<file path="config.mk">
export PLATFORM = sky130hd
export DESIGN_NAME = sentinel_seq_lock_flat
export DESIGN_NICKNAME = d
export VERILOG_FILES = /design/src/rtl/sentinel_pkg.sv /design/src/rtl/sentinel_seq_lock_if.sv /design/src/rtl/sentinel_timer.sv /design/src/rtl/sentinel_seq_lock.sv /design/src/flat_wrapper.sv
export SDC_FILE = /design/constraint.sdc
export NUM_CORES = 1
export LEC_CHECK = 0
export CORE_AREA = 2 2 62 107
export CTS_CLUSTER_DIAMETER = 200
export DETAILED_ROUTE_END_ITERATION = 12
export DIE_AREA = 0 0 64 109
export GPL_TIMING_DRIVEN = 0
export SETUP_SLACK_MARGIN = 0.3
export SLEW_MARGIN = 40
export SYNTH_ARGS = -nofsm -noshare
export SYNTH_HDL_FRONTEND = slang
export SYNTH_SLANG_ARGS = --single-unit
</file>
<file path="constraint.sdc">
create_clock -name clk -period 3.96 [get_ports clk]
set_input_delay 0.396 -clock clk [delete_from_list [all_inputs] [get_ports clk]]
set_output_delay 0.396 -clock clk [all_outputs]
set_load 0.02 [all_outputs]
</file>
<file path="src/rtl/sentinel_pkg.sv">
// rtl/sentinel_pkg.sv - shared types, display codes and width helpers for the sequence lock
package sentinel_pkg;

   typedef enum logic [1:0] {
      ST_LOCKED   = 2'd0,
      ST_ENTRY    = 2'd1,
      ST_UNLOCKED = 2'd2,
      ST_LOCKOUT  = 2'd3
   } state_t;

   // Seven-segment glyphs, {dp,g,f,e,d,c,b,a}, active low
   localparam logic [7:0] SEG_LOCKED   = 8'hC7;
   localparam logic [7:0] SEG_ENTRY    = 8'h47;
   localparam logic [7:0] SEG_UNLOCKED = 8'hC1;
   localparam logic [7:0] SEG_LOCKOUT  = 8'h86;
   localparam logic [7:0] SEG_OFF      = 8'hFF;

   localparam int FAIL_W = 4;

   function automatic int cnt_width(input int max_val);
      return (max_val < 2) ? 1 : $clog2(max_val + 1);
   endfunction

   function automatic int idx_width(input int len);
      return (len < 2) ? 1 : $clog2(len);
   endfunction

   function automatic int max3(input int a, input int b, input int c);
      int m;
      m = (a > b) ? a : b;
      return (m > c) ? m : c;
   endfunction

endpackage

</file>
<file path="src/rtl/sentinel_seq_lock_if.sv">
// rtl/sentinel_seq_lock_if.sv - keypad input and display/status output bundle of the lock
interface sentinel_seq_lock_if #(
   parameter int KEY_W = 8
);
   logic             ena;
   logic [KEY_W-1:0] key_in;
   logic             key_valid;
   logic             relock;
   logic [7:0]       seg_out;
   logic [7:0]       status;
   logic             unlocked;
   logic             alarm;
   logic [3:0]       fail_cnt;

   modport master (
      output ena, key_in, key_valid, relock,
      input  seg_out, status, unlocked, alarm, fail_cnt
   );

   modport slave (
      input  ena, key_in, key_valid, relock,
      output seg_out, status, unlocked, alarm, fail_cnt
   );
endinterface

</file>
<file path="src/rtl/sentinel_timer.sv">
// rtl/sentinel_timer.sv - loadable down-counter; expired_o is high during the last counted cycle
module sentinel_timer #(
   parameter int W = 8
) (
   input  logic         clk,
   input  logic         rst,
   input  logic         load_i,
   input  logic [W-1:0] load_val_i,
   output logic         expired_o
);
   logic [W-1:0] cnt_q, cnt_d;

   always_comb begin
      cnt_d = cnt_q;
      if (load_i) begin
         cnt_d = load_val_i;
      end else if (cnt_q != '0) begin
         cnt_d = cnt_q - W'(1);
      end
   end

   always_ff @(posedge clk) begin
      if (rst) begin
         cnt_q <= '0;
      end else begin
         cnt_q <= cnt_d;
      end
   end

   // A load of N makes the owner react exactly N edges after the load edge
   assign expired_o = (cnt_q == W'(1));

endmodule

</file>
<file path="src/rtl/sentinel_seq_lock.sv">
// rtl/sentinel_seq_lock.sv - multi-digit key lock with entry timeout, failure lockout and auto-relock
module sentinel_seq_lock
   import sentinel_pkg::*;
#(
   parameter int                      KEY_W         = 8,
   parameter int                      KEY_LEN       = 4,
   parameter logic [KEY_LEN*KEY_W-1:0] KEY_SEQ      = 32'hB65AC30F,
   parameter int                      MAX_FAIL      = 3,
   parameter int                      LOCKOUT_CYC   = 1024,
   parameter int                      ENTRY_TIMEOUT = 256,
   parameter int                      UNLOCK_CYC    = 0
) (
   input  logic               clk,
   input  logic               rst,
   sentinel_seq_lock_if.slave io
);
   localparam int IDX_W = idx_width(KEY_LEN);
   localparam int TMR_W = cnt_width(max3(LOCKOUT_CYC, ENTRY_TIMEOUT, UNLOCK_CYC));
   localparam logic [IDX_W-1:0]  LAST_IDX = IDX_W'(KEY_LEN - 1);
   localparam logic [FAIL_W-1:0] FAIL_MAX = FAIL_W'(MAX_FAIL);

   state_t             state_q, state_d;
   logic [IDX_W-1:0]   idx_q, idx_d;
   logic               mism_q, mism_d;
   logic [FAIL_W-1:0]  fail_q, fail_d;
   logic [7:0]         seg_q, seg_d;
   logic [7:0]         status_q, status_d;
   logic               unlocked_q, unlocked_d;
   logic               alarm_q, alarm_d;

   logic               key_ok;
   logic [KEY_W-1:0]   exp_digit;
   logic               digit_miss;
   logic               finish;
   logic               fail_attempt;
   logic               entry_reload;
   logic               tmr_load;
   logic [TMR_W-1:0]   tmr_val;
   logic               tmr_exp;

   assign key_ok = io.ena & io.key_valid;

   always_comb begin
      exp_digit = '0;
      for (int i = 0; i < KEY_LEN; i++) begin
         if (idx_q == IDX_W'(i)) begin
            exp_digit = KEY_SEQ[(KEY_LEN-1-i)*KEY_W +: KEY_W];
         end
      end
   end

   // Mismatch accumulates so a wrong digit never shortens the attempt
   assign digit_miss = mism_q | (io.key_in != exp_digit);

   always_comb begin
      state_d      = state_q;
      idx_d        = idx_q;
      mism_d       = mism_q;
      fail_d       = fail_q;
      finish       = 1'b0;
      fail_attempt = 1'b0;
      entry_reload = 1'b0;

      case (state_q)
         ST_LOCKED: begin
            if (key_ok) begin
               if (KEY_LEN == 1) begin
                  finish       = 1'b1;
                  fail_attempt = digit_miss;
               end else begin
                  state_d = ST_ENTRY;
                  idx_d   = IDX_W'(1);
                  mism_d  = digit_miss;
               end
            end
         end
         ST_ENTRY: begin
            if (key_ok) begin
               if (idx_q == LAST_IDX) begin
                  finish       = 1'b1;
                  fail_attempt = digit_miss;
               end else begin
                  idx_d        = idx_q + IDX_W'(1);
                  mism_d       = digit_miss;
                  entry_reload = 1'b1;
               end
            end else if (tmr_exp) begin
               finish       = 1'b1;
               fail_attempt = 1'b1;
            end
         end
         ST_UNLOCKED: begin
            if (io.relock) begin
               state_d = ST_LOCKED;
            end else if ((UNLOCK_CYC > 0) && tmr_exp) begin
               state_d = ST_LOCKED;
            end
         end
         ST_LOCKOUT: begin
            if (tmr_exp) begin
               state_d = ST_LOCKED;
               fail_d  = '0;
            end
         end
         default: state_d = ST_LOCKED;
      endcase

      if (finish) begin
         idx_d  = '0;
         mism_d = 1'b0;
         if (fail_attempt) begin
            fail_d  = (fail_q >= FAIL_MAX) ? fail_q : fail_q + FAIL_W'(1);
            state_d = (fail_d >= FAIL_MAX) ? ST_LOCKOUT : ST_LOCKED;
         end else begin
            fail_d  = '0;
            state_d = ST_UNLOCKED;
         end
      end
   end

   // One timer serves whichever timeout belongs to the state being entered
   always_comb begin
      tmr_load = (state_d != state_q) || entry_reload;
      case (state_d)
         ST_ENTRY:    tmr_val = TMR_W'(ENTRY_TIMEOUT);
         ST_LOCKOUT:  tmr_val = TMR_W'(LOCKOUT_CYC);
         ST_UNLOCKED: tmr_val = TMR_W'(UNLOCK_CYC);
         default:     tmr_val = '0;
      endcase
   end

   sentinel_timer #(
      .W (TMR_W)
   ) u_timer (
      .clk        (clk),
      .rst        (rst),
      .load_i     (tmr_load),
      .load_val_i (tmr_val),
      .expired_o  (tmr_exp)
   );

   always_comb begin
      seg_d      = SEG_OFF;
      status_d   = 8'h00;
      unlocked_d = io.ena && (state_d == ST_UNLOCKED);
      alarm_d    = (state_d == ST_LOCKOUT);
      if (io.ena) begin
         case (state_d)
            ST_LOCKED:   seg_d = SEG_LOCKED;
            ST_ENTRY:    seg_d = SEG_ENTRY;
            ST_UNLOCKED: seg_d = SEG_UNLOCKED;
            default:     seg_d = SEG_LOCKOUT;
         endcase
         if (state_d == ST_UNLOCKED) begin
            status_d = 8'hFF;
         end else begin
            status_d = {alarm_d, (state_d == ST_ENTRY), 2'b00, fail_d};
         end
      end
   end

   always_ff @(posedge clk) begin
      if (rst) begin
         state_q    <= ST_LOCKED;
         idx_q      <= '0;
         mism_q     <= 1'b0;
         fail_q     <= '0;
         seg_q      <= io.ena ? SEG_LOCKED : SEG_OFF;
         status_q   <= 8'h00;
         unlocked_q <= 1'b0;
         alarm_q    <= 1'b0;
      end else begin
         state_q    <= state_d;
         idx_q      <= idx_d;
         mism_q     <= mism_d;
         fail_q     <= fail_d;
         seg_q      <= seg_d;
         status_q   <= status_d;
         unlocked_q <= unlocked_d;
         alarm_q    <= alarm_d;
      end
   end

   assign io.seg_out  = seg_q;
   assign io.status   = status_q;
   assign io.unlocked = unlocked_q;
   assign io.alarm    = alarm_q;
   assign io.fail_cnt = fail_q;

endmodule

</file>
<file path="src/flat_wrapper.sv">
// flat-port wrapper written by rule: the top's interface ports become plain ports
module sentinel_seq_lock_flat import sentinel_pkg::*;
#(
   parameter int                      KEY_W         = 8,
   parameter int                      KEY_LEN       = 4,
   parameter logic [KEY_LEN*KEY_W-1:0] KEY_SEQ      = 32'hB65AC30F,
   parameter int                      MAX_FAIL      = 3,
   parameter int                      LOCKOUT_CYC   = 1024,
   parameter int                      ENTRY_TIMEOUT = 256,
   parameter int                      UNLOCK_CYC    = 0
)
  (clk, rst, io_ena, io_key_in, io_key_valid, io_relock, io_seg_out, io_status, io_unlocked, io_alarm, io_fail_cnt);
  sentinel_seq_lock_if #(.KEY_W(KEY_W)) io_i ();
  input  logic clk;
  input  logic rst;
  input wire logic [$bits(io_i.ena)-1:0] io_ena;
  input wire logic [$bits(io_i.key_in)-1:0] io_key_in;
  input wire logic [$bits(io_i.key_valid)-1:0] io_key_valid;
  input wire logic [$bits(io_i.relock)-1:0] io_relock;
  output wire logic [$bits(io_i.seg_out)-1:0] io_seg_out;
  output wire logic [$bits(io_i.status)-1:0] io_status;
  output wire logic [$bits(io_i.unlocked)-1:0] io_unlocked;
  output wire logic [$bits(io_i.alarm)-1:0] io_alarm;
  output wire logic [$bits(io_i.fail_cnt)-1:0] io_fail_cnt;
  assign io_i.ena = io_ena;
  assign io_i.key_in = io_key_in;
  assign io_i.key_valid = io_key_valid;
  assign io_i.relock = io_relock;
  assign io_seg_out = io_i.seg_out;
  assign io_status = io_i.status;
  assign io_unlocked = io_i.unlocked;
  assign io_alarm = io_i.alarm;
  assign io_fail_cnt = io_i.fail_cnt;
  sentinel_seq_lock #(.KEY_W(KEY_W), .KEY_LEN(KEY_LEN), .KEY_SEQ(KEY_SEQ), .MAX_FAIL(MAX_FAIL), .LOCKOUT_CYC(LOCKOUT_CYC), .ENTRY_TIMEOUT(ENTRY_TIMEOUT), .UNLOCK_CYC(UNLOCK_CYC)) u_core (.clk(clk), .rst(rst), .io(io_i));
endmodule
</file>
==> flow_summary.yaml <==
run_status:
  status: "completed"
global_route:
  overflow: 0
  grt_pass1_vias: 1516
  gr-usage-all-layers: 0.127
  antenna_found_initial: 0
  grt_max_degree: 11
  grt_pass1_wl_um: 6870
route:
  drtIter0Drc: 67
  ant_nets: 0
  route.met3.wl_um: 109
  viasPerCell: 4.75
  dr_wl_met2_um: 2190
  met1_length_um: 1600
  wirelength_um: 3990
  vias: 1550
  first_pass_iters: 6
  drc: 0
  top_layer: "met4"
  wl_per_cell_um: 12.2
setup_path:
  path_max_fanout: 6
  cp-startpoint: "u_core.idx_q[0]"
  cp-start-kind: "flip-flop"
  r2r_slack_ns: 0.80
  reg2reg_depth: 9
  worst_ep_arrival_time_ns: 3.32
  end_kind: "flip-flop"
  reg2reg_to: "u_core.io.seg_out[2]"
  crit_required_ns: 4.12
  reg2reg_from: "u_core.idx_q[0]"
  critical_path_class: "reg -> reg"
  endpoint: "u_core.io.seg_out[2]"
pwr:
  p_per_area_nw_per_um2: 518
  leakagePower_nw: 0.913
  clock_power_share: 0.265
  pwr-share-seq: 0.354
  ir_drop_mv: 0.335
  p_sw_w: 0.000430
  finalPower_w: 0.00124
  p_sw_frac: 0.347
  combPwrFrac: 0.380
  internal_power_w: 0.000809
place:
  globalplace.congestion: 0.762
  dp_hpwl_um: 3130
  portBuffers: 34
clocking:
  clockBufferDepth: 2
  cts.sinks: 33
  root_buffer: "clkbuf_8"
  clk_pin_slew_ns: 0.07
  cts_resized: 0
  htreeDepth: 2
  post_cts.repair.setup_buffers: 0
  cts_tree: "built"
  insertion_delay_ns: 0.29
  cts-buffers-inserted: 5
  postCtsHoldBufs: 0
synth:
  synth_edf_count: 0
  synth-seq-cells: 33
  syn_inst: 204
  avgSynthCellArea_um2: 8.99
  syn_nets: 231
  syn-cell-area_um2: 1830
  synthDistinctLibCells: 51
  synth-warning-count: 0
  synth_flop_cell: "dfxtp_1"
  async_flop_share: 0
  seq_area_frac_synth: 0.360
worst_hold_path:
  hp-class: "reg -> reg"
sta:
  finalHoldViolations: 0
  setup_tns_ns: 0
  fmax_mhz: 317
  slew_viol_final: 0
  max_slew.worst_pin.slew_ns: 0.463
  min_period_ns: 3.16
  finalSetupViolations: 0
  fin_crit_sh: 0.798
  rsz0062_at_grt: "no"
  max_slew_margin: 0.689
  fin_worst_skew_ns: 0.00720
flow_run:
  drv_cap: 0
floorplan:
  die_w_um: 64
  die_area_um2: 6980
  io_pins: 35
  coreArea_um2: 6130
  die_h_um: 109
  start_util: 0.299
  std_cell_rows: 38
finish:
  diodes: 0
  syn_to_final_growth_pct: 30.4
  nNetsFinal: 272
  n_fill_cell: 631
  final_layout_size_suffix_gt1_frac: 0.0976
[metal layers]
metal	GRT usage	up-vias
met3	0.0258	6
met1	0.129	720
met5	0	-
met2	0.236	21
met4	0.0683	0
li1	-	803
[cells in the final DEF, fill, tap and decap left out, types with 3 or more instances in the layout]
| master | Yosys | layout |
|---|---|---|
| o211ai_1 | 3 | 3 |
| ha_1 | 14 | 14 |
| clkdlybuf4s50_1 | 0 | 34 |
| nor3_1 | 5 | 5 |
| dfxtp_1 | 33 | 33 |
| a31oi_1 | 3 | 3 |
| buf_4 | 5 | 5 |
| nand4_1 | 3 | 3 |
| a211oi_1 | 4 | 4 |
| clkbuf_1 | 3 | 4 |
| clkbuf_8 | 0 | 6 |
| nand2_1 | 16 | 16 |
| nor4_1 | 3 | 3 |
| xor2_1 | 5 | 5 |
| nor2_1 | 20 | 20 |
| nor2b_1 | 4 | 4 |
| inv_1 | 11 | 11 |
| nor3b_1 | 4 | 4 |
| or3_1 | 3 | 3 |
| xnor2_1 | 6 | 6 |
| nand3_1 | 6 | 6 |
| a21oi_1 | 15 | 15 |
[final cells by class]
| cell class | count | area, um2 | area share |
|---|---|---|---|
| Tap cell | 80 | 100 | 0.0419 |
| Inverter | 11 | 41.3 | 0.0173 |
| Multi-Input combinational cell | 150 | 1070 | 0.449 |
| Timing Repair Buffer | 34 | 340 | 0.142 |
| Sequential cell | 33 | 661 | 0.276 |
| Buffer | 10 | 58.8 | 0.0246 |
| Clock inverter | 1 | 30.0 | 0.0126 |
| Clock buffer | 7 | 86.3 | 0.0361 |
[worst max-delay path, cell delays in order (launching register included)]
cell and delay, ns:
dfxtp_1 0.43, inv_1 0.10, ha_1 0.26, or4_4 0.58
a2111oi_4 0.40, o211ai_4 0.19, a31oi_4 0.28, inv_1 0.09
ha_1 0.21, or4_1 0.50
[per-stage QoR]
stage	setup slack [ns]	cell area, um2	std cells	utilization	hold slack, ns
2_1_floorplan	1.08	1830	204	-	0.468
3_3_place_gp	0.660	2270	318	0.371	0.488
3_5_place_dp	0.657	2270	318	0.371	0.495
4_1_cts	0.770	2390	326	0.390	0.503
5_1_grt	0.638	2390	326	0.390	0.558
6_report	0.801	2390	326	0.390	0.498
[cells in the mapped netlist (2+ instances only)]
master	number	area (um2)
nor4_1	3	18.8
a31oi_1	3	18.8
o21ai_1	2	10.0
and4_1	2	17.5
nand2_1	16	60.1
o21ai_0	2	10.0
ha_1	14	175
nand3_1	6	30.0
nor3b_1	4	30.0
inv_1	11	41.3
clkbuf_1	3	11.3
nand4_1	3	18.8
nand2b_1	2	12.5
nor2b_1	4	25.0
nand3b_1	2	15.0
buf_4	5	37.5
o211ai_1	3	22.5
buf_2	2	10.0
a21oi_1	15	75.1
nor3_1	5	25.0
a21o_1	2	15.0
nor2_1	20	75.1
a211oi_1	4	30.0
dfxtp_1	33	661
or3_1	3	18.8
xor2_1	5	43.8
xnor2_1	6	52.6
[flip-flops by register name, summed over array words and instances (netlist names)]
register / flops
u_core.u_timer.cnt_q: 11
u_core.io.status: 7
u_core.io.fail_cnt: 4
u_core.io.seg_out: 4
u_core.idx_q: 2
u_core.state_q: 2
u_core.io.alarm: 1
u_core.io.unlocked: 1
u_core.mism_q: 1
[worst min path at each step]
stage                       startpoint                 endpoint  slack, ns  cells after the start
2_1_floorplan                      rst          u_core.io.alarm       0.47                      1
3_3_place_gp   u_core.u_timer.cnt_q[1]  u_core.u_timer.cnt_q[1]       0.49                      2
3_5_place_dp   u_core.u_timer.cnt_q[1]  u_core.u_timer.cnt_q[1]       0.49                      2
4_1_cts        u_core.u_timer.cnt_q[5]  u_core.u_timer.cnt_q[5]       0.50                      2
5_1_grt        u_core.u_timer.cnt_q[5]  u_core.u_timer.cnt_q[5]       0.56                      2
6_report       u_core.u_timer.cnt_q[1]  u_core.u_timer.cnt_q[1]       0.50                      2
[power groups by stage]
stage,clock [W],sequential [W],combinational (W)
finish,0.000329,0.000439,0.000471
detailed placement,0,0.000447,0.000477
CTS,0.000341,0.000440,0.000481
global placement,0,0.000445,0.000472
floorplan,0,0.000448,0.000362
global route,0.000353,0.000448,0.000545
[cells by family after synthesis]
group,count (synthesis),synth area share
muxes,1,0.00614
DFF,33,0.360
xor gates and xnor gates,11,0.0525
adders and majority gates,14,0.0955
buffers and inverters,21,0.0546
and+or+nand+nor,80,0.243
AOI/OAI and AO/OA,44,0.188
Power figures use the tool's default switching activity.
